File: src/rtl/reg_bus_arbiter.sv
// Round-robin arbiter that shares one register-slave bus between NUM_MST requesters.
// One transaction is in flight at a time and every output comes straight from a flop.
module reg_bus_arbiter #(
  parameter int NUM_MST    = 2,
  parameter int ADDR_WIDTH = 24
) (
  input  logic                          reg_clk,
  input  logic                          reg_rst,
  input  logic [NUM_MST-1:0]            m_req,
  input  logic [NUM_MST-1:0]            m_wr,
  input  logic [NUM_MST*ADDR_WIDTH-1:0] m_addr,
  input  logic [NUM_MST*4-1:0]          m_we,
  input  logic [NUM_MST*32-1:0]         m_wdat,
  output logic [NUM_MST-1:0]            m_ack,
  output logic [31:0]                   m_rdat,
  output logic                          busy,
  output logic                          reg_wr,
  output logic                          reg_rd,
  output logic [3:0]                    reg_we,
  output logic [ADDR_WIDTH-1:0]         reg_addr,
  output logic [31:0]                   reg_wdat,
  input  logic [31:0]                   reg_rdat
);

  localparam int IDX_W = (NUM_MST > 1) ? $clog2(NUM_MST) : 1;

  typedef enum logic [1:0] {
    IDLE   = 2'd0,
    ISSUE  = 2'd1,
    RDWAIT = 2'd2,
    DONE   = 2'd3
  } state_e;

  state_e                  state_q;
  logic [IDX_W-1:0]        last_gnt_q;
  logic                    wr_q;
  logic [NUM_MST-1:0]      m_ack_q;
  logic [31:0]             m_rdat_q;
  logic                    busy_q;
  logic                    reg_wr_q;
  logic                    reg_rd_q;
  logic [3:0]              reg_we_q;
  logic [ADDR_WIDTH-1:0]   reg_addr_q;
  logic [31:0]             reg_wdat_q;

  logic                    any_req_d;
  logic [IDX_W-1:0]        gnt_d;

  // Scan last+1, last+2, ... so the most recent winner is considered last.
  function automatic logic [IDX_W-1:0] rr_pick(input logic [NUM_MST-1:0] req,
                                               input logic [IDX_W-1:0]   last);
    logic [IDX_W-1:0] pick;
    logic [IDX_W-1:0] cand;
    pick = last;
    for (int i = NUM_MST; i >= 1; i--) begin
      cand = IDX_W'((int'(last) + i) % NUM_MST);
      if (req[cand]) begin
        pick = cand;
      end else begin
        pick = pick;
      end
    end
    return pick;
  endfunction

  function automatic logic [NUM_MST-1:0] onehot(input logic [IDX_W-1:0] idx);
    logic [NUM_MST-1:0] v;
    v      = {NUM_MST{1'b0}};
    v[idx] = 1'b1;
    return v;
  endfunction

  // Next grant candidate from the current request vector.
  always_comb begin
    any_req_d = |m_req;
    gnt_d     = rr_pick(m_req, last_gnt_q);
  end

  // Transaction sequencer; all bus and requester outputs are registered here.
  always_ff @(posedge reg_clk) begin
    if (reg_rst) begin
      state_q    <= IDLE;
      last_gnt_q <= IDX_W'(NUM_MST - 1);
      wr_q       <= 1'b0;
      m_ack_q    <= {NUM_MST{1'b0}};
      m_rdat_q   <= 32'h0000_0000;
      busy_q     <= 1'b0;
      reg_wr_q   <= 1'b0;
      reg_rd_q   <= 1'b0;
      reg_we_q   <= 4'b0000;
      reg_addr_q <= {ADDR_WIDTH{1'b0}};
      reg_wdat_q <= 32'h0000_0000;
    end else begin
      case (state_q)
        IDLE: begin
          if (any_req_d) begin
            last_gnt_q <= gnt_d;
            wr_q       <= m_wr[gnt_d];
            reg_addr_q <= m_addr[gnt_d*ADDR_WIDTH +: ADDR_WIDTH];
            reg_wdat_q <= m_wdat[gnt_d*32 +: 32];
            reg_we_q   <= m_wr[gnt_d] ? m_we[gnt_d*4 +: 4] : 4'b0000;
            reg_wr_q   <= m_wr[gnt_d];
            reg_rd_q   <= ~m_wr[gnt_d];
            busy_q     <= 1'b1;
            state_q    <= ISSUE;
          end else begin
            state_q    <= IDLE;
          end
        end
        ISSUE: begin
          reg_wr_q <= 1'b0;
          reg_rd_q <= 1'b0;
          reg_we_q <= 4'b0000;
          if (wr_q) begin
            m_ack_q <= onehot(last_gnt_q);
            state_q <= DONE;
          end else begin
            state_q <= RDWAIT;
          end
        end
        RDWAIT: begin
          // Slave returns read data one cycle after its strobe.
          m_rdat_q <= reg_rdat;
          m_ack_q  <= onehot(last_gnt_q);
          state_q  <= DONE;
        end
        DONE: begin
          m_ack_q <= {NUM_MST{1'b0}};
          busy_q  <= 1'b0;
          state_q <= IDLE;
        end
        default: begin
          m_ack_q  <= {NUM_MST{1'b0}};
          busy_q   <= 1'b0;
          reg_wr_q <= 1'b0;
          reg_rd_q <= 1'b0;
          reg_we_q <= 4'b0000;
          state_q  <= IDLE;
        end
      endcase
    end
  end

  assign m_ack    = m_ack_q;
  assign m_rdat   = m_rdat_q;
  assign busy     = busy_q;
  assign reg_wr   = reg_wr_q;
  assign reg_rd   = reg_rd_q;
  assign reg_we   = reg_we_q;
  assign reg_addr = reg_addr_q;
  assign reg_wdat = reg_wdat_q;

endmodule

File: config.mk
export PLATFORM = sky130hd
export DESIGN_NAME = reg_bus_arbiter
export DESIGN_NICKNAME = d
export VERILOG_FILES = /design/src/rtl/reg_bus_arbiter.sv
export SDC_FILE = /design/constraint.sdc
export NUM_CORES = 1
export LEC_CHECK = 0
export CAP_MARGIN = 20
export CELL_PAD_IN_SITES_DETAIL_PLACEMENT = 0
export CELL_PAD_IN_SITES_GLOBAL_PLACEMENT = 1
export CORE_MARGIN = 2
export CORE_UTILIZATION = 26
export DETAILED_ROUTE_END_ITERATION = 6
export GPL_TIMING_DRIVEN = 0
export PLACE_DENSITY_LB_ADDON = 0.05
export SYNTH_ARGS = -nofsm -noshare
export SYNTH_HDL_FRONTEND = slang
export SYNTH_SLANG_ARGS = --single-unit
File: constraint.sdc
create_clock -name reg_clk -period 2.9 [get_ports reg_clk]
set_clock_uncertainty 0.05 [all_clocks]
set_input_delay 0.435 -clock reg_clk [delete_from_list [all_inputs] [get_ports reg_clk]]
set_output_delay 0.435 -clock reg_clk [all_outputs]
set_load 0.005 [all_outputs]
* Yosys cells after proc, flatten, opt, wreduce, memory -nomap -nowiden
Index checks and enable logic that the tools add are counted.
** Storage, ports and cells
- Bits in registers :: 101
- Latch bits :: 0
- Bits in writable memories :: 0
- Bits in read-only memories :: 0
- Memories kept :: 0
** Cells by class
- $add $sub $neg :: 2
- Multipliers :: 1
- Divide/modulo/power cells :: 0
- Order comparisons :: 5
- Equal/unequal tests :: 5
- Shifts and indexed selects :: 3
- Mux-type cells :: 24
- Bitwise gates (word level) :: 1
- Reductions and logical operators :: 10
** Operators with widths (count)
- 64-bit by 7-bit indexed part select with 32-bit output :: 1
- 48-bit by 7-bit indexed part select with 24-bit output :: 1
- 1-bit 2-to-1 mux :: 14
- 1-bit by 2-bit < comparator with 1-bit output (second input constant) :: 4
- 4-bit 2-to-1 mux :: 2
- 2-bit case mux with 4 select lines :: 1
- 4-bit case mux with 2 select lines :: 1
- 2-bit AND reduction :: 4
- 8-bit by 4-bit indexed part select with 4-bit output :: 1
- 1-bit case mux with 2 select lines :: 3
- 2-bit case mux with 3 select lines :: 1
- 2-bit == test (second input constant) :: 2
- 2-bit inequality test (second input constant) :: 2
- 2-bit nonzero test :: 2
- 1-bit by 2-bit multiplier with 3-bit output (second input constant) :: 1
- 3-bit nonzero test :: 1
- 1-bit adder (second input constant) :: 2
- 2-bit by 1-bit == test with 1-bit output (second input constant) :: 1
- 2-bit zero test :: 1
- 2-bit 2-to-1 mux :: 1
- 2-bit OR reduction :: 1
- 1-bit demux with 1-bit select :: 1
- 1-bit >= comparator (second input constant) :: 1
- 1-bit logical AND :: 1
- 1-bit NOT :: 1

* Logic depth before layout (Yosys ltp)
Gate-level depths: netlist of run 1.
- Depth in word-level cells :: 10
- Mapped depth :: 8
- Mapped depth without buffers :: 6

* Least setup slack after synthesis of run 1
No wires, ideal clock.
- Path kind :: register -> register
- Start point :: reg state_q[0]
- End point :: reg reg_addr_q[0], in the netlist reg_addr[0]
- Data arrival time :: 1.385 ns
- Data required time :: 2.712 ns
- Setup slack :: 1.327 ns
- Cell stages (with the launch flop) :: 8
- Path buffers :: 3
- Period minus slack after synthesis :: 1.573 ns
- Cell sequence :: dfxtp_1 > inv_1 > ha_1 > o21a_1 > buf_2 > buf_2 > clkbuf_1 > a211oi_1
** On the way
- Cells in the longest elaborated chain, start to end :: 2
** RTL lines
- start, declared :: line 34 : state_e state_q;
- start signal, assigned :: line 82 : state_q <= IDLE;
- start signal, assigned :: line 105 : state_q <= ISSUE;
- start signal, assigned :: line 107 : state_q <= IDLE;
- 2-bit zero test :: line 94 : case (state_q)
- 2-bit AND reduction (no line)
- end signal, assigned :: line 91 : reg_addr_q <= {ADDR_WIDTH{1'b0}};
- end signal, assigned :: line 99 : reg_addr_q <= m_addr[gnt_d*ADDR_WIDTH +: ADDR_WIDTH];
- end, declared :: line 43 : logic [ADDR_WIDTH-1:0] reg_addr_q;
Every way passes these cells.
A chain may end at the register's enable or synchronous reset.

* Worst setup path in the final report of run 1
- Start point :: in m_req[0]
- End point :: reg reg_addr_q[4], in the netlist reg_addr[4]
** On the way
- Cells in the longest elaborated chain, start to end :: 6
** RTL lines
- start, declared :: line 9 : input logic [NUM_MST-1:0] m_req,
- 1-bit 2-to-1 mux (implied by the code) (2 in series) :: line 57 : if (req[cand]) begin
- 1-bit 2-to-1 mux (2 in series) :: line 57
- 1-bit by 2-bit multiplier with 3-bit output :: line 99
- 48-bit by 7-bit indexed part select with 24-bit output :: line 99
Parallel ways exist; a longest one is shown, timed or not. The select of a mux whose other input is x is not followed.

==> results of run 1 <==
## power groups by stage
stage               Combinational, mW  Sequential, mW  Clock (mW)
floorplan                        1.29            2.08           0
global placement                 2.67            2.04           0
detailed placement               2.70            2.06           0
CTS                              2.71            2.03        1.28
global route                     2.92            2.08        1.33
finish                           2.65            2.03        1.22
## cells in the mapped netlist
master	count
nand3b_1	1
a211o_1	1
buf_1	2
inv_2	1
nor3b_1	1
a21oi_1	3
o31ai_1	1
nor2b_1	1
a21o_1	2
nand2b_1	1
clkbuf_1	16
a211oi_1	59
nor2_1	96
nor3_1	1
inv_1	6
o21a_1	1
ha_1	5
mux2i_1	95
buf_4	1
o32ai_1	1
buf_6	1
a22o_1	4
dfxtp_1	101
o21ai_0	1
buf_2	9
nand2_1	8
buf_8	6
## kinds of logic (layout without fill, tap and decap cells)
logic type | Yosys count | after routing | synth area share, %
adders and majority gates | 5 | 5 | 1.47
AOI/OAI and AO/OA | 73 | 73 | 12.8
buffers and inverters | 42 | 311 | 5.83
and+or+nand+nor | 109 | 109 | 9.95
DFF | 101 | 101 | 47.6
muxes | 95 | 95 | 22.4
## flip-flops by register name, indices dropped and copies added, names as in the netlist, 2 cells and up
name	cells
reg_addr	24
m_rdat	32
state_q	2
reg_wdat	32
m_ack	2
reg_we	4
## cell type report
| type | instances | area (µm²) | share of cell area [%] |
|---|---|---|---|
| Timing Repair Buffer | 253 | 2530 | 34.4 |
| Sequential cell | 101 | 2020 | 27.5 |
| Multi-Input combinational cell | 282 | 1980 | 27.0 |
| Tap cell | 216 | 270 | 3.68 |
| Clock buffer | 9 | 225 | 3.06 |
| Buffer | 35 | 221 | 3.01 |
| Clock inverter | 7 | 73.8 | 1.00 |
| Inverter | 7 | 26.3 | 0.357 |
## final timing paths
path | end | slack [ns] | cells after the start
worst min-delay path | m_ack[1]$_SDFFE_PP0P_ | 0.43 | 2
worst max register to register | reg_addr[4]$_SDFFE_PP0P_ | 0.86 | 7
worst max-delay path | reg_addr[4]$_SDFFE_PP0P_ | 0.85 | 6
worst min register to register | m_ack[1]$_SDFFE_PP0P_ | 0.43 | 2
## routing by layer
metal  share of wire, %  up-vias  wire, µm
li1                   -     2021         -
met1                 41     1760      5580
met2                 50      139      6760
met3                7.7       11      1040
met4                1.1        0       155
met5                  0        -         0
## worst min-delay path: cells and delay by family, from the launching register on
family	cells	cell delay, ns
DFF	1	0.32
AOI/OAI and AO/OA	1	0.05
and+or+nand+nor	1	0.07
## through the flow
step	cell area [µm²]	total power, mW	utilization, %	std cells	hold WS [ns]
floorplan	4250	3.37	-	425	0.412
global placement	7050	4.71	44.2	894	0.407
detailed placement	7050	4.75	44.2	894	0.416
CTS	7350	6.02	46.1	910	0.427
global route	7350	6.34	46.1	910	0.449
finish	7350	5.90	46.1	910	0.429
==> impl_metrics.env, run 1 <==
export IMPL_use_met3_pct=5.34
export IMPL_diodes=0
export IMPL_grt_overflow=0
export IMPL_fp_row_count=46
export IMPL_track_usage_pct=15.7
export IMPL_cts_sinks=101
export IMPL_worstMarginPinSlew_ns=0.711
export IMPL_clk_path_buf_depth=2
export IMPL_pwr_share_clk_pct=20.7
export IMPL_final_nets=852
export IMPL_pwr_share_comb_pct=45.0
export IMPL_syn2layout_area_growth_pct=73.0
export IMPL_timing_fmax_mhz=487
export IMPL_yosysSeqAreaShare_pct=47.6
export IMPL_min_from="m_ack[1]$_SDFFE_PP0P_"
export IMPL_cts_htree_levels=3
export IMPL_p_per_area_nw_per_um2=802
export IMPL_post_cts_setup_buffers=0
export IMPL_die_w_um=132
export IMPL_syn_nets=588
export IMPL_clock_latency_ns=0.34
export IMPL_crit_arrival_ns=2.20
export IMPL_dr_pass1_iters=4
export IMPL_via_per_inst=4.32
export IMPL_slew_viol_final=0
export IMPL_crit_type="in2reg"
export IMPL_cts_resized=0
export IMPL_sw_frac_of_total_pct=32.9
export IMPL_p_leak_nw=2.88
export IMPL_finalHoldViolCount=0
export IMPL_crit_path_frequent_cell="buf_2"
export IMPL_start_util_pct=26.7
export IMPL_worst_ep_required_time_ns=3.05
export IMPL_worst_slack_ns=0.846
export IMPL_cts_root_buffer="clkbuf_16"
export IMPL_vias=3931
export IMPL_crit_buf_inv=4
export IMPL_netlist_area_um2=4250
export IMPL_hpwl_um=10700
export IMPL_cap_violations=0
export IMPL_finalCritPeriodShare_pct=70.8
export IMPL_final_cell_mix="clkdlybuf4s50_1, dfxtp_1, nor2_1"
export IMPL_rsz0062_at_grt="no"
export IMPL_fp_coreArea_um2=15900
export IMPL_slowest_stage="clkdlybuf4s50_1"
export IMPL_grt_antenna_before_repair=0
export IMPL_place_gp_congestion=0.708
export IMPL_syn_avg_cell_area_um2=10.0
export IMPL_dp_slack_ns=0.469
export IMPL_power_switching_mw=1.94
export IMPL_power_frac_seq_pct=34.3
export IMPL_yosysTopAreaCell="dfxtp_1"
export IMPL_grt_pass1_vias=3974
export IMPL_grt_pass1_wl_um=21600
export IMPL_dieArea_um2=17400
export IMPL_p_int_mw=3.96
export IMPL_synth_top_area_share_pct=47.6
export IMPL_path_clk_slew_ns=0.07
export IMPL_ys_top_cells_by_area="dfxtp_1, mux2i_1, a211oi_1"
export IMPL_fillers=1534
export IMPL_syn_inst=425
export IMPL_status="finished, final reports clean"
export IMPL_drt_total_wl_um=13500
export IMPL_ctsHoldBuffers=0
export IMPL_critPathMaxStageDelay_ns=0.57
export IMPL_yosys_warnings=0
export IMPL_cp_startpoint="m_req[0]"
export IMPL_synth_cell_types=27
export IMPL_ir_drop_v=0.000324
export IMPL_met2_usage_pct=27.2
export IMPL_cts_tree="built"
export IMPL_cp_start_kind="input port"
export IMPL_remaining_drc_errors=0
export IMPL_grt_start_max_net_pins=18
export IMPL_crit_family="buffers and inverters"
export IMPL_setup_violations=0
export IMPL_drtAntennaViolNets=0
export IMPL_r2r_start="state_q[0]$_SDFF_PP0_"
export IMPL_drt_iter0_drc=117
export IMPL_cp_max_fo=10
export IMPL_numPortBuffers=253
export IMPL_numCtsBuffers=9
export IMPL_relSlewSlack_pct=52.3
export IMPL_final_common_cell="clkdlybuf4s50_1"
export IMPL_hp_class="reg2reg"
export IMPL_fin_crit_ns=2.05
export IMPL_drive_gt1_share_pct=4.90
export IMPL_path_cells="clkdlybuf4s50_1 -> o21a_1 -> buf_2 -> buf_2 -> clkbuf_1 -> a211oi_1"
export IMPL_pin_count=255
export IMPL_tns_ns=0
export IMPL_busiest_layer="met2"
export IMPL_ys_ff_latch=101
export IMPL_wire_per_inst_um=14.9
export IMPL_grtUsageMet1_pct=18.1
export IMPL_die_h_um=132
export IMPL_end_kind="flip-flop"
(Power assumes the default switching activity.)
==> run 2: changes to the inputs <==
Clock period 2.9 ns to 1.9 ns, I/O delays scaled along.
==> run 2 against run 1 <==
Net effect: clock-buffer cell count stayed put; sequential share of layout area is 0.12 points lower; utilization is 0.20 points higher; cell area is 0.44% higher; critical endpoint unchanged; register-to-register slack worse by 0.72 ns; critical path type is now reg2reg.
==> impl_metrics.env, run 2 (synthesis results as in run 1) <==
export IMPL_clock_latency_ns=0.34
export IMPL_status="finished, final reports clean"
export IMPL_ir_drop_v=0.000491
export IMPL_track_usage_pct=15.7
export IMPL_cap_violations=0
export IMPL_cts_root_buffer="clkbuf_16"
export IMPL_fin_crit_ns=1.76
export IMPL_end_kind="flip-flop"
export IMPL_numCtsBuffers=9
export IMPL_final_common_cell="clkdlybuf4s50_1"
export IMPL_r2r_start="state_q[0]$_SDFF_PP0_"
export IMPL_finalHoldViolCount=0
export IMPL_numPortBuffers=253
export IMPL_setup_violations=0
export IMPL_drive_gt1_share_pct=6.05
export IMPL_start_util_pct=26.7
export IMPL_fp_coreArea_um2=15900
export IMPL_grt_start_max_net_pins=18
export IMPL_die_h_um=132
export IMPL_grt_pass1_vias=3974
export IMPL_fin_util_pct=46.3
export IMPL_p_leak_nw=2.91
export IMPL_dr_pass1_iters=4
export IMPL_drt_iter0_drc=121
export IMPL_worst_ep_required_time_ns=2.10
export IMPL_grt_pass1_wl_um=21600
export IMPL_diodes=0
export IMPL_holdWs_ns=0.423
export IMPL_min_from="reg_rst"
export IMPL_remaining_drc_errors=0
export IMPL_p_per_area_nw_per_um2=1230
export IMPL_cp_startpoint="state_q[0]$_SDFF_PP0_"
export IMPL_place_gp_congestion=0.708
export IMPL_cts_htree_levels=3
export IMPL_syn2layout_area_growth_pct=73.7
export IMPL_path_clk_slew_ns=0.07
export IMPL_drtAntennaViolNets=0
export IMPL_pin_count=255
export IMPL_wire_per_inst_um=14.9
export IMPL_cp_max_fo=10
export IMPL_hpwl_um=10700
export IMPL_relSlewSlack_pct=65.0
export IMPL_tns_ns=0
export IMPL_cts_sinks=101
export IMPL_cp_start_kind="flip-flop"
export IMPL_via_per_inst=4.32
export IMPL_clk_path_buf_depth=2
export IMPL_crit_type="reg2reg"
export IMPL_timing_fmax_mhz=568
export IMPL_hp_class="in2reg"
export IMPL_fp_row_count=46
export IMPL_worstMarginPinSlew_ns=0.519
export IMPL_slew_viol_final=0
export IMPL_grt_overflow=0
export IMPL_drt_total_wl_um=13500
export IMPL_grt_antenna_before_repair=0
export IMPL_cts_tree="built"
export IMPL_rsz0062_at_grt="no"
export IMPL_dieArea_um2=17400
export IMPL_final_cell_mix="clkdlybuf4s50_1, dfxtp_1, nor2_1"
export IMPL_vias=3927
export IMPL_crit_arrival_ns=1.96
export IMPL_ctsHoldBuffers=0
export IMPL_finalCritPeriodShare_pct=92.6
export IMPL_post_cts_setup_buffers=0
export IMPL_final_nets=852
export IMPL_fillers=1537
export IMPL_die_w_um=132
export IMPL_finalPower_mw=9.08
-- run 2: cell count changes in the layout (fill, tap and decap cells not counted), sizes merged --
| cell | before | now |
|---|---|---|
| buf | 19 | 15 |
| clkbuf | 25 | 29 |
-- run 2: where the power goes --
group / switching [mW] / internal (mW)
sequential: 0.328 / 2.77
clock: 0.840 / 1.03
combinational: 1.81 / 2.31
total: 2.98 / 6.10
-- run 2: layer usage --
metal	track usage (%)	vias up	routed length (µm)
li1	-	2021	-
met1	18.1	1754	5570
met2	27.2	140	6750
met3	5.34	12	1060
met4	5.07	0	169
met5	0	-	0
-- run 2: worst paths after layout --
check / to / slack [ns] / cells after the start
max: reg_addr[4]$_SDFFE_PP0P_ / 0.14 / 8
min: reg_wr$_SDFFE_PP0P_ / 0.42 / 4
max reg2reg: reg_addr[4]$_SDFFE_PP0P_ / 0.14 / 8
min reg2reg: m_ack[1]$_SDFFE_PP0P_ / 0.43 / 2
-- run 2: area by class of cell --
class / count / area, µm² / area share (%)
buffer: 35 / 249 / 3.37
clock buffer: 9 / 225 / 3.05
clock inverter: 7 / 73.8 / 0.999
inverter: 7 / 26.3 / 0.356
multi-input combinational: 282 / 1990 / 26.9
sequential: 101 / 2020 / 27.4
tap: 216 / 270 / 3.66
timing repair buffer: 253 / 2530 / 34.3
-- run 2: worst max-delay path, cell delays in order, from the launching register on --
cell and delay, ns:
dfxtp_1 0.33, inv_1 0.11, ha_1 0.22, o21a_1 0.14, clkbuf_4 0.18, buf_6 0.17
buf_4 0.18, nor2_1 0.05, a211oi_1 0.22
-- run 2: repair_timing --
| item | in CTS | in global routing |
|---|---|---|
| endpoints found under the setup margin | 29 | 58 |
| hold endpoints to repair | 0 | 0 |
| gates resized for setup | 4 | 16 |
-- run 2: through the flow --
stage	cells	area, µm²	setup WS [ns]
after detailed placement	894	7050	-0.381
after global placement	894	7050	-0.279
after CTS	910	7360	0.00748
after floorplan	425	4250	0.327
after global routing	910	7390	0.000599
final	910	7390	0.140
==> run 3: changes to the inputs <==
Settings changed: MAX_ROUTING_LAYER set to met4, RECOVER_POWER set to 50.
==> run 3 against run 2 <==
Net effect: wire length hardly changed; largest cell class unchanged; critical path depth is the same; clock power is essentially flat; register-to-register slack barely moved; flip-flop and latch count is the same; non-clock buffer count did not move.
==> impl_metrics.env, run 3 (synthesis results as in run 1) <==
export IMPL_status="finished, final reports clean"
export IMPL_final_cell_mix="clkdlybuf4s50_1, dfxtp_1, nor2_1"
export IMPL_worst_ep_required_time_ns=2.10
export IMPL_cts_sinks=101
export IMPL_ctsHoldBuffers=0
export IMPL_stdcell_area_um2=7380
export IMPL_final_common_cell="clkdlybuf4s50_1"
export IMPL_fp_coreArea_um2=15900
export IMPL_clock_latency_ns=0.34
export IMPL_cp_start_kind="flip-flop"
export IMPL_p_leak_nw=3.14
export IMPL_via_per_inst=4.32
export IMPL_ir_drop_v=0.000491
export IMPL_grt_pass1_vias=3980
export IMPL_grt_start_max_net_pins=18
export IMPL_pin_count=255
export IMPL_worst_slack_ns=0.138
export IMPL_grt_overflow=0
export IMPL_drtAntennaViolNets=0
export IMPL_diodes=0
export IMPL_end_kind="flip-flop"
export IMPL_placed_area_um2=7050
export IMPL_track_usage_pct=16.1
export IMPL_die_w_um=132
export IMPL_relSlewSlack_pct=65.0
export IMPL_final_nets=852
export IMPL_cts_root_buffer="clkbuf_16"
export IMPL_path_cells="inv_1 -> ha_1 -> o21a_1 -> clkbuf_4 -> buf_6 -> buf_4 -> nor2_1 -> a211oi_1"
export IMPL_clk_path_buf_depth=2
export IMPL_path_clk_slew_ns=0.07
export IMPL_fp_row_count=46
export IMPL_slew_viol_final=0
export IMPL_cts_htree_levels=3
export IMPL_regArea_um2=2020
export IMPL_rsz0062_at_grt="no"
export IMPL_slowest_stage="dfxtp_1"
export IMPL_post_cts_setup_buffers=0
export IMPL_multi_input_area_um2=1990
export IMPL_p_per_area_nw_per_um2=1200
export IMPL_instances_no_fill=910
export IMPL_drive_gt1_share_pct=6.05
export IMPL_timing_fmax_mhz=567
export IMPL_hp_class="in2reg"
export IMPL_setup_violations=0
export IMPL_crit_family="buffers and inverters"
export IMPL_start_util_pct=26.7
export IMPL_fillers=1537
export IMPL_die_h_um=132
export IMPL_crit_type="reg2reg"
export IMPL_drt_iter0_drc=153
export IMPL_numPortBuffers=253
export IMPL_grt_pass1_wl_um=21500
export IMPL_remaining_drc_errors=0
export IMPL_drt_total_wl_um=13500
export IMPL_worstMarginPinSlew_ns=0.519
export IMPL_vias=3929
export IMPL_numCtsBuffers=9
export IMPL_dieArea_um2=17400
export IMPL_dp_slack_ns=-0.381
export IMPL_cap_violations=0
export IMPL_wire_per_inst_um=14.9
export IMPL_hpwl_um=10700
export IMPL_dr_pass1_iters=4
export IMPL_place_gp_congestion=0.716
export IMPL_crit_buf_inv=4
export IMPL_critPathMaxStageDelay_ns=0.33
export IMPL_fin_crit_ns=1.76
export IMPL_finalHoldViolCount=0
export IMPL_finalPower_mw=8.84
export IMPL_finalCritPeriodShare_pct=92.8
export IMPL_cp_max_fo=10
export IMPL_cts_tree="built"
export IMPL_grt_antenna_before_repair=0
export IMPL_holdWs_ns=0.417
export IMPL_crit_arrival_ns=1.96
export IMPL_dp_cells=894
export IMPL_syn2layout_area_growth_pct=73.7
[run 3: cell types whose count changed in the layout (fill, tap and decap cells not counted), sizes merged]
cell and delta:
clkdlybuf4s50 -90, dlygate4sd3 +90
[run 3: final timing paths]
path / from / to / slack, ns / cells after the start
worst min-delay path: reg_rst / reg_wr$_SDFFE_PP0P_ / 0.42 / 4
worst max-delay path: state_q[0]$_SDFF_PP0_ / reg_addr[4]$_SDFFE_PP0P_ / 0.14 / 8
worst min register to register: m_ack[1]$_SDFFE_PP0P_ / m_ack[1]$_SDFFE_PP0P_ / 0.42 / 2
worst max register to register: state_q[0]$_SDFF_PP0_ / reg_addr[4]$_SDFFE_PP0P_ / 0.14 / 8
[run 3: report_power, final]
part           internal, mW  switching (mW)  leakage [nW]
clock network          1.03           0.837         0.146
logic                  2.10            1.81          2.16
registers              2.76           0.303         0.833
total                  5.89            2.95          3.14
[run 3: layout make-up]
class | count | share of cell area, %
Multi-Input combinational cell | 282 | 26.9
Clock inverter | 7 | 1.00
Inverter | 7 | 0.356
Clock buffer | 9 | 3.05
Buffer | 35 | 3.34
Sequential cell | 101 | 27.4
Timing Repair Buffer | 253 | 34.3
Tap cell | 216 | 3.66
[run 3: metal layers]
layer / global-route usage [%] / vias to the layer above / share of wire (%) / wire length (µm)
met5: - / - / 0 / 0
met4: 5.07 / 0 / 1.3 / 171
met1: 18.8 / 1752 / 42 / 5740
met2: 27.0 / 140 / 50 / 6730
met3: 4.42 / 13 / 6.6 / 894
li1: - / 2024 / - / -
[run 3: per-stage QoR]
step                      setup TNS [ns]  utilization [%]
final                                  0             46.3
after global routing                   0             46.3
after CTS                              0             46.2
after detailed placement          -13.75             44.2
after global placement            -10.44             44.2
after floorplan                        0                -
[run 3: repair_timing]
item	in CTS	in global routing
gates resized for setup	4	15
endpoints found under the setup margin	29	58
endpoints found under the hold margin	0	0
[run 3: worst min-delay path, stage by stage]
cell	delay [ns]
buf_2	0.22
nor3_2	0.12
inv_1	0.06
o32ai_1	0.06
==> RTL change 1 (config.mk and constraints of run 3) <==
The parameter `NUM_MST` goes from 2 to 4.
--- a/src/rtl/reg_bus_arbiter.sv
+++ b/src/rtl/reg_bus_arbiter.sv
@@ -3,3 +3,3 @@
 module reg_bus_arbiter #(
-  parameter int NUM_MST    = 2,
+  parameter int NUM_MST    = 4,
   parameter int ADDR_WIDTH = 24
Ports: changed (6 resized); port bits go from 255 to 381. The function was not compared with the original's and may differ.
==> RTL change 1 against run 3 <==
- the flow now finishes with violations (negative setup slack)
- critical path type unchanged
- synthesized area up 43%
- non-clock buffer count up 195
- wire length up 110%
- critical endpoint is now reg_rd$_SDFFE_PP0P_
- sequential share of layout area down 9.7 points
- fmax down 19%
- power up 110%
- sequential cell count up 3
- critical path depth up 2
- die area up 42%
- worst hold slack worse by 0.83 ps
- setup slack worse by 410 ps
- cell area up 60%
==> RTL change 1: results (changes against run 3) <==
- The peak ir drop on the vdd network is 0.629 mV (+28%).
- The global-route wire length before repair is 41400 um (+92%).
- The maximum root-to-sink buffer count came to 2 (unchanged).
- The final-layout setup total negative slack is -13160 ps (-13160 ps).
- The reported leakage power is 4.29 nW (+37%).
- The unique cell type count in the Yosys netlist is 44 (+63%).
- The filler cell count in the final layout was 2273 (+48%).
- The global placement routability congestion was 0.812 (+13%).
- The logic depth of the worst register-to-register path is 10 (+2).
- The worst hold path depth is 2 (-2).
- For this run, the leading register cell type out of synthesis is dfxtp_1.
- The initial antenna violation count is 4 (+4).
- The per-cell via count in the routed design is 4.94 (+14%).
- Ranked by instance count, the synthesized netlist is headed by o21a_1, a211oi_1, dfxtp_1.
- The first-pass iteration count of the detailed router is 5 (+1).
- The total of endpoints with negative setup slack in the final report is 64 (+64).
- The checks that failed: negative setup slack.
- The flow ran to the end, but the final reports show violations.
- The share of synthesized registers carrying an async set or reset was 0% (unchanged).
- The total global routing track utilization is 22.7% (+6.6 points).
- The TritonCTS buffer count is 9 (unchanged).
- The post-placement worst setup slack is -1020 ps (-636 ps).
- The tree is rooted in a clkbuf_16.
- The clock input transition at the sequential cells of the worst setup and hold paths came to 70 ps (about the same).
- The initial DRC count is 300 (+96%).
- The relative max-transition margin is 58.7% (-6.4 points).
- The number of buffer cells added on primary ports is 379 (+50%).
- The via count of the first global-routing pass was 7126 (+79%).
- The count of synthesis-stage warnings from yosys came to 0 (unchanged).
- The clock insertion delay at the later pin of the skew report is 360 ps (+20 ps).
- The routed wire length is 28400 um (+110%).
- The HPWL after detailed placement is 21500 um (+100%).
- The sequential-to-total area share from yosys stat is 34.2% (-13 points).
- The critical path data arrival time is 2370 ps (+410 ps).
- The pin count of the biggest net entering global routing is 20 (+2).
- The class of the tightest hold or removal check is flop to flop.
- The final net count is 1386 (+63%).
- The largest fanout on the critical path is 6 (-4).
- The synthesized netlist net count is 972 (+65%).
- The fraction of final layout cells sized beyond drive strength 1 is 20.9% (+15 points).
- By area the synthesized netlist is led by dfxtp_1, o21a_1, a211oi_1.
- The H-tree level count is 3 (unchanged).
- The smallest setup slack after layout was -272 ps (-410 ps).
RTL change 1: metal layers:
metal | share of wire, % | vias to the layer above | global-route usage (%)
li1 | - | 3441 | -
met1 | 42 | 3311 | 27.0
met2 | 49 | 246 | 38.1
met3 | 6.5 | 29 | 5.34
met4 | 2.0 | 0 | 7.23
met5 | 0 | - | -
RTL change 1: per-stage QoR:
stage	cell area, um2	util, %	cells	hold WS [ps]
after floorplan	6370	-	681	382
after global placement	10600	45.4	1379	394
after detailed placement	10600	45.4	1379	402
after CTS	11500	49.6	1417	419
after global routing	11800	50.8	1423	437
final	11800	50.8	1423	416
RTL change 1: cells by family (layout without fill, tap and decap cells):
| family | after synthesis | in the layout | synth area share [%] |
|---|---|---|---|
| flops | 104 | 104 | 34.2 |
| compound gates | 315 | 315 | 39.7 |
| fa+ha+maj | 9 | 9 | 1.85 |
| other cells | 0 | 4 | 0 |
| buf+inv | 88 | 507 | 7.23 |
| simple gates | 122 | 122 | 9.79 |
| mux | 43 | 43 | 7.29 |
RTL change 1: worst paths after layout:
kind	from	endpoint	slack [ps]
max reg2reg	last_gnt_q[0]$_SDFFE_PP1P_	reg_rd$_SDFFE_PP0P_	-270
max	last_gnt_q[0]$_SDFFE_PP1P_	reg_rd$_SDFFE_PP0P_	-270
min reg2reg	reg_we[3]$_SDFFE_PP0P_	reg_we[3]$_SDFFE_PP0P_	420
min	reg_we[3]$_SDFFE_PP0P_	reg_we[3]$_SDFFE_PP0P_	420
RTL change 1: worst max-delay path, stage by stage, from the launching register on:
cell	delay [ps]
dfxtp_4	360
buf_8	110
inv_4	40
ha_4	260
and3b_1	190
o21ai_2	210
o221a_4	290
buf_8	160
buf_8	130
o21ai_2	50
a32o_1	210
RTL change 1: timing repair:
action                     in CTS  in global routing
setup endpoints to repair      95                 65
pin swaps                      26                 14
cloned                          3                  1
setup buffers                  19                  2
hold buffers                    0                  0
gates resized for setup       106                 63
RTL change 1: cell type report:
cell class                 count  area, um2  share of cell area (%)
timing repair buffer         404       4060                    34.3
sequential                   104       2090                    17.7
tap                          319        399                    3.38
multi-input combinational    489       4230                    35.8
antenna                        4       10.0                  0.0847
clock inverter                 7        109                   0.921
buffer                        79        669                    5.66
inverter                       8       32.5                   0.275
clock buffer                   9        225                    1.91
RTL change 1: power by group:
part | switching [mW] | total [mW] | internal (mW)
clock network | 0.998 | 2.19 | 1.19
logic | 6.72 | 13.0 | 6.29
registers | 0.305 | 3.14 | 2.83
total | 8.03 | 18.3 | 10.3
==> RTL change 2 (settings of run 3) <==
Made on the original files. Reset style: asynchronous (`reg_rst`), changed in one clocked block.
--- a/src/rtl/reg_bus_arbiter.sv
+++ b/src/rtl/reg_bus_arbiter.sv
@@ -79,3 +79,3 @@
   // Transaction sequencer; all bus and requester outputs are registered here.
-  always_ff @(posedge reg_clk) begin
+  always_ff @(posedge reg_clk or posedge reg_rst) begin
     if (reg_rst) begin
Check against the original RTL: differs if reg_rst is asserted again (counterexample within 4 cycles, from zero or initial values and one cycle with reg_rst high); with reg_rst held inactive, the same outputs for 4 cycles.
==> RTL change 2 against run 3 <==
- power increased by 25%
- setup slack worse by 27 ps
- worst hold slack improved by 6.9 ps
- cell area rose by 3.5%
- wire length fell by 3.8%
- synthesized area up 3.5%
- critical endpoint is now reg_wdat[6]$_DFFE_PP0P_
- critical path depth down 2
- sequential share of layout area is 5.7 points higher
- sequential cell count is the same
==> RTL change 2: results (changes against run 3) <==
- The count of synthesis-stage warnings from yosys came to 0 (unchanged).
- The peak ir drop on the vdd network is 0.483 mV (-1.6%).
- The per-cell via count in the routed design is 4.29 (-0.75%).
- The post-CTS setup repair buffer count is 0 (unchanged).
- The global-route wire length before repair came to 20500 um (-4.6%).
- The number of buffer cells added on primary ports is 254 (+0.40%).
- The post-placement worst setup slack is -470 ps (-89.5 ps).
- The delay contributed by the slowest stage of the critical path is 600 ps (+270 ps).
- The TritonCTS buffer count is 9 (unchanged).
- The routed wire length is 13000 um (-3.8%).
- The first-pass iteration count of the detailed router is 4 (unchanged).
- The fraction of final layout cells sized beyond drive strength 1 is 11.8% (+5.8 points).
- The synthesized netlist net count came to 537 (-8.7%).
- The number of antenna diodes is 0 (unchanged).
- The reported leakage power is 3.35 nW (+6.7%).
- The total global routing track utilization is 15.2% (-0.96 points).
- The post-CTS resize count is 9 (+5).
- The largest fanout on the critical path is 10 (unchanged).
- The final net count came to 809 (-5.0%).
- The global-route track usage on met2 is 25.4% (-1.7 points).
- The via count of the first global-routing pass is 3862 (-3.0%).
- Sorting the synthesized cells by how often they occur yields dfrtp_1, nand2_1, mux2i_1.
- The post-detailed-placement cell area is 7260 um2 (+2.9%).
- The tightest min-delay check is of the flop to flop type.
- The share of synthesized registers carrying an async set or reset is 100% (+100 points).
- The critical path's slowest cell is dfstp_2.
- The maximum root-to-sink buffer count is 2 (unchanged).
- The pin count of the biggest net entering global routing is 40 (+22).
- The met1 global-route usage is 17.3% (-1.4 points).
- The unique cell type count in the Yosys netlist came to 24 (-11%).
- Among cell families on the critical path, the largest total delay comes from flip-flops.
- The net load switching power came to 3.45 mW (+17%).
- The global placement routability congestion is 0.736 (+2.8%).
- The initial antenna violation count is 0 (unchanged).
- By area the synthesized netlist is led by dfrtp_1, mux2i_1, mux2_2.
- The H-tree level count came to 3 (unchanged).
- The initial DRC count is 109 (-29%).
- The run finished with clean final reports.
- The sequential-to-total area share from yosys stat is 57.5% (+9.9 points).
- The most common flop cell mapped by yosys is dfrtp_1.
- The met3 track demand over resource in global routing is 4.76% (+0.34 points).
- The relative max-transition margin came to 54.3% (-11 points).
- The HPWL after detailed placement is 10100 um (-5.2%).
RTL change 2: cell count changes after synthesis, sizes merged, moves of 50 or more:
cell    change
nand2      +50
dfxtp     -101
o21ai      +64
nor2       -92
a211oi     -58
dfrtp     +100
RTL change 2: worst paths after layout:
check                      slack, ps                      from  cells after the start                  endpoint
max in group asynchronous        300                   reg_rst                      3  reg_addr[18]$_DFFE_PP0P_
setup reg to reg                 110    last_gnt_q$_DFFE_PP1P_                      6   reg_wdat[6]$_DFFE_PP0P_
min in group asynchronous        470                   reg_rst                      2    m_rdat[17]$_DFFE_PP0N_
hold reg to reg                  420  reg_wdat[27]$_DFFE_PP0P_                      2  reg_wdat[27]$_DFFE_PP0P_
setup / recovery                 110    last_gnt_q$_DFFE_PP1P_                      6   reg_wdat[6]$_DFFE_PP0P_
hold / removal                   420  reg_wdat[27]$_DFFE_PP0P_                      2  reg_wdat[27]$_DFFE_PP0P_
RTL change 2: worst min-delay path, delay by kind of cell, from the launching register on:
| family | cells | cell delay (ps) |
|---|---|---|
| compound gates | 1 | 50 |
| flops | 1 | 340 |
| simple gates | 1 | 40 |
RTL change 2: power by group through the flow:
stage / combinational [mW] / sequential, mW / clock [mW]
4_1_cts: 5.49 / 3.79 / 2.06
3_3_place_gp: 5.39 / 3.78 / 0
2_1_floorplan: 2.28 / 3.88 / 0
5_1_grt: 5.86 / 3.91 / 2.15
3_5_place_dp: 5.44 / 3.82 / 0
6_report: 5.29 / 3.76 / 1.98
RTL change 2: stage by stage:
| stage | total power [mW] | instances | TNS (ps) | hold slack (ps) | util, % |
|---|---|---|---|---|---|
| 2_1_floorplan | 6.16 | 374 | 0 | 380 | - |
| 3_3_place_gp | 9.18 | 848 | -96910 | 410 | 43.5 |
| 3_5_place_dp | 9.26 | 850 | -22660 | 420 | 43.8 |
| 4_1_cts | 11.3 | 865 | 0 | 392 | 45.8 |
| 5_1_grt | 11.9 | 870 | 0 | 449 | 46.1 |
| 6_report | 11.0 | 870 | 0 | 424 | 46.1 |
RTL change 2: logic make-up (layout without fill, tap and decap cells):
group                    after synthesis  after routing  share of synthesized area, %
AO/OA/AOI/OAI                         76             76                          9.41
adder cells (fa/ha/maj)                5              5                          1.42
buffers and inverters                 28            304                          3.19
flip-flops                           101            101                          57.5
multiplexers                          91             91                          21.7
AND/OR/NAND/NOR                       73             73                          6.83
RTL change 2: layer usage:
layer / wire, um / vias to the layer above
met5: 0 / -
met3: 1060 / 13
li1: - / 1840
met4: 187 / 0
met2: 6580 / 136
met1: 5190 / 1739
RTL change 2: final cells by class:
type                            instances  area [um2]
Buffer                                 21         138
Fill cell                            1554        8940
Multi-Input combinational cell        245        1760
Tap cell                              220         275
Sequential cell                       101        2530
Clock inverter                          4        72.6
Timing Repair Buffer                  262        2600
Inverter                                6        26.3
Clock buffer                           11         243
